**src/rtl/lsu_issue_bypass.sv**
```systemverilog
// Request queue feeding the load and store units: a small circular buffer with
// a zero-latency combinational bypass of the issue request while it is empty.

package lsu_issue_bypass_pkg;
    typedef struct packed {
        logic        valid;
        logic [3:0]  trans_id;
        logic        is_store;
        logic [1:0]  size;
        logic [31:0] addr;
        logic [31:0] wdata;
    } lsu_ctrl_t;
endpackage

module lsu_issue_bypass
    import lsu_issue_bypass_pkg::*;
#(
    parameter  int DEPTH = 2,
    localparam int CNT_W = $clog2(DEPTH) + 1,
    localparam int PTR_W = $clog2(DEPTH)
) (
    input  logic      clk_i,
    input  logic      rst_ni,
    input  logic      clr_i,
    input  logic      flush_i,
    input  lsu_ctrl_t lsu_req_i,
    input  logic      lsu_req_valid_i,
    input  logic      pop_ld_i,
    input  logic      pop_st_i,
    output lsu_ctrl_t lsu_ctrl_o,
    output logic      ready_o,
    output logic      empty_o
);

    lsu_ctrl_t        r_mem [DEPTH];
    logic [PTR_W-1:0] r_rd_ptr;
    logic [PTR_W-1:0] r_wr_ptr;
    logic [CNT_W-1:0] r_cnt;

    logic w_kill;
    logic w_push;
    logic w_pop;
    logic w_empty;
    logic w_full;
    logic w_bypass;
    logic w_wr_en;
    logic w_rd_en;
    logic w_push_drop;

    assign w_kill   = flush_i | clr_i;
    assign w_push   = lsu_req_valid_i & ~w_kill;
    assign w_pop    = (pop_ld_i | pop_st_i) & ~w_kill;
    assign w_empty  = (r_cnt == '0);
    assign w_full   = (r_cnt == CNT_W'(DEPTH));

    // A request consumed in its issue cycle never touches storage.
    assign w_bypass    = w_empty & w_push & w_pop;
    assign w_wr_en     = w_push & ~w_full & ~w_bypass;
    assign w_rd_en     = w_pop & ~w_empty;
    assign w_push_drop = w_push & w_full;

    always_comb begin
        if (w_empty) begin
            lsu_ctrl_o       = lsu_req_i;
            lsu_ctrl_o.valid = lsu_req_valid_i;
        end else begin
            lsu_ctrl_o       = r_mem[r_rd_ptr];
            lsu_ctrl_o.valid = 1'b1;
        end
        if (w_kill) begin
            lsu_ctrl_o.valid = 1'b0;
        end
    end

    // One slack entry absorbs a push made while issue still sees the old ready.
    assign ready_o = (r_cnt < CNT_W'(DEPTH - 1));
    assign empty_o = w_empty;

    always_ff @(posedge clk_i or negedge rst_ni) begin
        if (!rst_ni) begin
            r_rd_ptr <= '0;
            r_wr_ptr <= '0;
            r_cnt    <= '0;
        end else if (w_kill) begin
            r_rd_ptr <= '0;
            r_wr_ptr <= '0;
            r_cnt    <= '0;
        end else begin
            if (w_wr_en) begin
                r_wr_ptr <= r_wr_ptr + PTR_W'(1);
            end
            if (w_rd_en) begin
                r_rd_ptr <= r_rd_ptr + PTR_W'(1);
            end
            r_cnt <= r_cnt + CNT_W'(w_wr_en) - CNT_W'(w_rd_en);
        end
    end

    always_ff @(posedge clk_i or negedge rst_ni) begin
        if (!rst_ni) begin
            for (int i = 0; i < DEPTH; i++) begin
                r_mem[i] <= '0;
            end
        end else if (w_wr_en) begin
            r_mem[r_wr_ptr] <= lsu_req_i;
        end
    end

    a_single_pop : assert property (@(posedge clk_i) disable iff (!rst_ni)
        !(pop_ld_i && pop_st_i))
        else $error("lsu_issue_bypass: load and store pop asserted together");

    a_pop_empty : assert property (@(posedge clk_i) disable iff (!rst_ni)
        !(w_pop && w_empty && !w_push))
        else $error("lsu_issue_bypass: pop with nothing presented");

    // Overflow is an issue-side protocol slip; the push is dropped and reported.
    a_push_full : assert property (@(posedge clk_i) disable iff (!rst_ni)
        !w_push_drop)
        else $warning("lsu_issue_bypass: push dropped, queue full");

endmodule

```
**config.mk**
```make
export PLATFORM = sky130hd
export DESIGN_NAME = lsu_issue_bypass
export DESIGN_NICKNAME = d
export VERILOG_FILES = /design/src/rtl/lsu_issue_bypass.sv
export SDC_FILE = /design/constraint.sdc
export NUM_CORES = 1
export LEC_CHECK = 0
export BUFFER_PORTS_ARGS = -buffer_cell sky130_fd_sc_hd__buf_4
export CAP_MARGIN = 0
export CORE_MARGIN = 5
export CORE_UTILIZATION = 55
export CTS_CLUSTER_DIAMETER = 120
export CTS_CLUSTER_SIZE = 14
export DETAILED_ROUTE_END_ITERATION = 7
export HOLD_SLACK_MARGIN = 0.05
export PLACE_DENSITY = 0.86
export SLEW_MARGIN = 20
export SYNTH_ARGS = -nofsm -noshare
export SYNTH_HDL_FRONTEND = slang
export SYNTH_SLANG_ARGS = --single-unit
```
**constraint.sdc**
```tcl
create_clock -name clk_i -period 2.3 [get_ports clk_i]
set_input_delay 0.345 -clock clk_i [delete_from_list [all_inputs] [get_ports clk_i]]
set_output_delay 0.345 -clock clk_i [all_outputs]
set_load 0.02 [all_outputs]
```
## Yosys cells after proc, flatten, opt, wreduce, memory -nomap -nowiden

Index checks and enable logic that the tools add are counted.

- Register bits: 148
- Output and inout port bits: 74
- Input bits: 79

- Equal/unequal tests: 1
- Reductions and logical operators: 4
- $add $sub $neg: 4
- Bitwise logic cells: 15
- Muxes and demuxes: 13
- Magnitude comparators: 4

Operators with widths:

| operator | number |
|---|---|
| $mux W71 | 3 |
| $bwmux W144 | 1 |
| $mux W72 | 2 |
| $demux W72 S1 | 1 |
| $and A1 B1 Y1 | 7 |
| $mux W1 | 5 |
| $ge A2 B2 Y1 const B | 2 |
| $lt A2 B1 Y1 const B | 2 |
| $not A1 Y1 | 4 |
| $not A1 Y2 | 2 |
| $reduce_bool A2 Y1 | 2 |
| $add A1 B1 Y1 const B | 2 |
| $add A2 B1 Y2 | 1 |
| $eq A2 B2 Y1 const B | 1 |
| $logic_not A2 Y1 | 1 |
| $mux W2 | 1 |
| $or A1 B1 Y1 | 2 |
| $sub A2 B1 Y2 | 1 |
| $logic_and A1 B1 Y1 | 1 |

## Depth between registers and ports, before layout

- Word-level depth: 10
- Mapped depth: 8

## Least setup slack after synthesis

OpenSTA, ideal clock, no wires.

- Path type: reg2out
- From: register r_cnt[0]
- To: output lsu_ctrl_o[24] (netlist name)
- Cell stages (with the launch flop): 7
- Buffers on the path: 2
- Setup slack: 377 ps
- Arrival time: 1578 ps
- Path through: dfrtp_1 -> or2_1 -> inv_1 -> buf_2 -> clkbuf_1 -> nand2_1 -> o21ai_0

RTL lines:

| item | RTL line | source |
|---|---|---|
| start: declaration | 38 | `logic [CNT_W-1:0] r_cnt;` |
| start signal: assignment | 95 | `r_cnt <= r_cnt + CNT_W'(w_wr_en) - CNT_W'(w_rd_en);` |
| end: declaration | 30 | `output lsu_ctrl_t lsu_ctrl_o,` |

==> qor.txt <==
worst min path class = in -> reg
post-DP HPWL = 10.2 mm
Max clock buf depth = 2
first-pass GRT wire length = 26.3 mm
DRC viols = 0
final setup fails = 0
initial antenna violation count = 0
Worst slew margin = 54.3%
setup TNS = 0 ns
top cell type's share of synthesized area = 50.2%
Max Cap Violations = 0
WL met3 = 1.03 mm
Seq/Total Area, Yosys = 50.2%
Worst-path clk slew = 0.06 ns
vias after detailed routing = 4,875
placed cell count = 864
Die ar. = 0.0156 mm^2
Worst-Margin Slew = 0.686 ns
worst-path maximum fanout = 66
post-synth top area cell = dfrtp_1
Critical Path Start Type = flop
Avg Inst Size Synth = 12.9 um^2
site row count = 42
max-slew violations = 0
CP Buf/Inv Count = 3
Power per Cell Area = 760 mW/mm^2
WP data arrival = 1.94 ns
Synth area leaders = dfrtp_1 50%, mux2_4 14%, mux2i_1 9.8%, mux2_2 9.1%, o21ai_0 4.9%
CP max stage cell = dfrtp_2
Setup Skew = 0.00497 ns
wire length on met1 = 7.02 mm
highest routed layer = met4
IO Port Bufs = 151
# diodes = 0
Core Util, Final = 71.4%
Synth cell types = 29
Filler Cell Count = 890
Total Routing Usage GR = 20.5%
Initial Utilization = 55.6%
routed wire length = 15.8 mm
H-tree levels = 4
Sequential cell area = 0.00366 mm^2
required time worst endpoint = 1.96 ns
crit end category = output port
Cell Area, Synth = 0.00728 mm^2
vias in the first global route = 5,291
drt via density = 5.40
Layout Cells excl Fill = 903
pin count of the biggest net entering global routing = 67
Peak VDD IR = 0.540 mV
DR iter-0 viols = 211
worst skew pair latency = 0.41 ns
CTS tree = built
RSZ-0062 raised after global routing = true
delay-heaviest family, CP = buffers and inverters
Routed met2 length = 7.52 mm
layout cells sized above 1 = 46.1%
pre-CTS setup slack = 0.333 ns
io pins = 153
status = finished clean
Yosys Warn Count = 0
Area Growth Syn to Fin = 28.4%
Sink Count = 146
GR Overflow Total = 0
Inserted Clock Buffers = 17
Worst path max stage delay = 0.46 ns
Final Hold Viols = 0
detailed-router iteration count before antenna repair = 4
most common cell after layout, fill and taps aside = buf_4
period utilization = 99.2%
Core Box Area = 0.0131 mm^2
#FFs+latches synth = 146
area of the multi-input gates = 0.00340 mm^2
worst hold slack = 0.118 ns
Final #Nets = 795
Die X-Extent = 125 um
wire length per cell = 17.5 um
crit-path cells = or2_4, clkinv_4, buf_12, nand2_1, o21ai_0, buf_4
DIE HEIGHT = 125 um
min Tclk post-route = 2.28 ns
RePlAce Congestion = 0.760
Syn Inst Count = 564
post-synth net total = 645
Root Driver = clkbuf_16
P_leak = 4.65 nW
fin worst setup slack = 0.0188 ns
Setup CP Type = reg -> out
post-route ant nets = 0
Max Clk Rate = 0.438 GHz
leading cell types in the layout, fill and taps excluded = 158 x buf_4, 143 x dfrtp_1, 72 x nand2_1
timing repair:
action,4_1_cts,5_1_grt
setup endpoints to repair,22,63
endpoints found under the hold margin,52,0
hold buffers,1,0
setup buffers,0,5
resized for setup,4,1
cloned,1,0
state kept, by name, indices dropped and copies added, names as in the netlist:
signal    cells
r_rd_ptr      1
r_cnt         2
r_mem       142
r_wr_ptr      1
layer usage:
| layer | vias to the layer above | track usage, % |
|---|---|---|
| met1 | 2418 | 26.0 |
| met4 | 0 | 6.89 |
| li1 | 2299 | - |
| met2 | 135 | 33.3 |
| met5 | - | 0 |
| met3 | 23 | 6.91 |
final timing paths:
check,startpoint,endpoint,slack (ns),depth (start not counted)
min in group asynchronous,rst_ni,r_mem[17],0.47,2
worst min register to register,r_mem[87],r_mem[87],0.49,1
worst max-delay path,r_cnt[1],lsu_ctrl_o[67],0.02,6
worst min-delay path,flush_i,r_rd_ptr,0.12,2
max in group asynchronous,rst_ni,r_rd_ptr,1.16,3
worst max register to register,r_cnt[1],r_cnt[1],0.36,8
area by class of cell:
cell class	instances	share of cell area, %
multi-input combinational	378	36.4
clock inverter	9	1.62
timing repair buffer	169	15.1
tap	176	2.36
sequential	146	39.2
clock buffer	23	5.22
inverter	2	0.134
cell families (layout without fill, tap and decap cells):
kind of cell / count (synthesis) / after routing / share of synthesized area [%]
multiplexers: 213 / 213 / 35.3
buffers and inverters: 40 / 203 / 3.20
flip-flops: 146 / 146 / 50.2
adder cells (fa/ha/maj): 2 / 2 / 0.344
AND/OR/NAND/NOR: 82 / 82 / 4.66
XOR/XNOR: 3 / 3 / 0.361
AO/OA/AOI/OAI: 78 / 78 / 5.91
cell usage after synthesis:
cell type	instances
a21boi_0	1
nor3_1	3
ha_1	2
or2_1	1
o211ai_2	1
and2_1	2
o211ai_1	1
or4b_1	1
nor2_1	1
dfrtp_1	146
mux2_4	70
buf_6	7
buf_2	21
mux2_2	59
xnor2_1	2
inv_1	2
nor3_4	1
nand2_1	72
xor2_1	1
o22ai_1	1
buf_4	1
clkbuf_1	9
a21o_1	1
o21ai_0	71
o21a_1	1
o2111ai_4	1
mux2i_1	71
mux2_1	13
nand3_1	1
power breakdown:
part | total, mW | switching [mW] | internal [mW]
Sequential | 3.10 | 0.181 | 2.92
Combinational | 1.04 | 0.455 | 0.584
Clock | 2.96 | 1.03 | 1.93
through the flow:
step / area [um^2] / total power, mW
after detailed placement: 8610 / 4.18
final: 9340 / 7.10
after global routing: 9340 / 7.41
after CTS: 9300 / 7.15
after global placement: 8610 / 4.10
after floorplan: 7280 / 3.73
No activity file was read; power rests on OpenSTA's default activity.
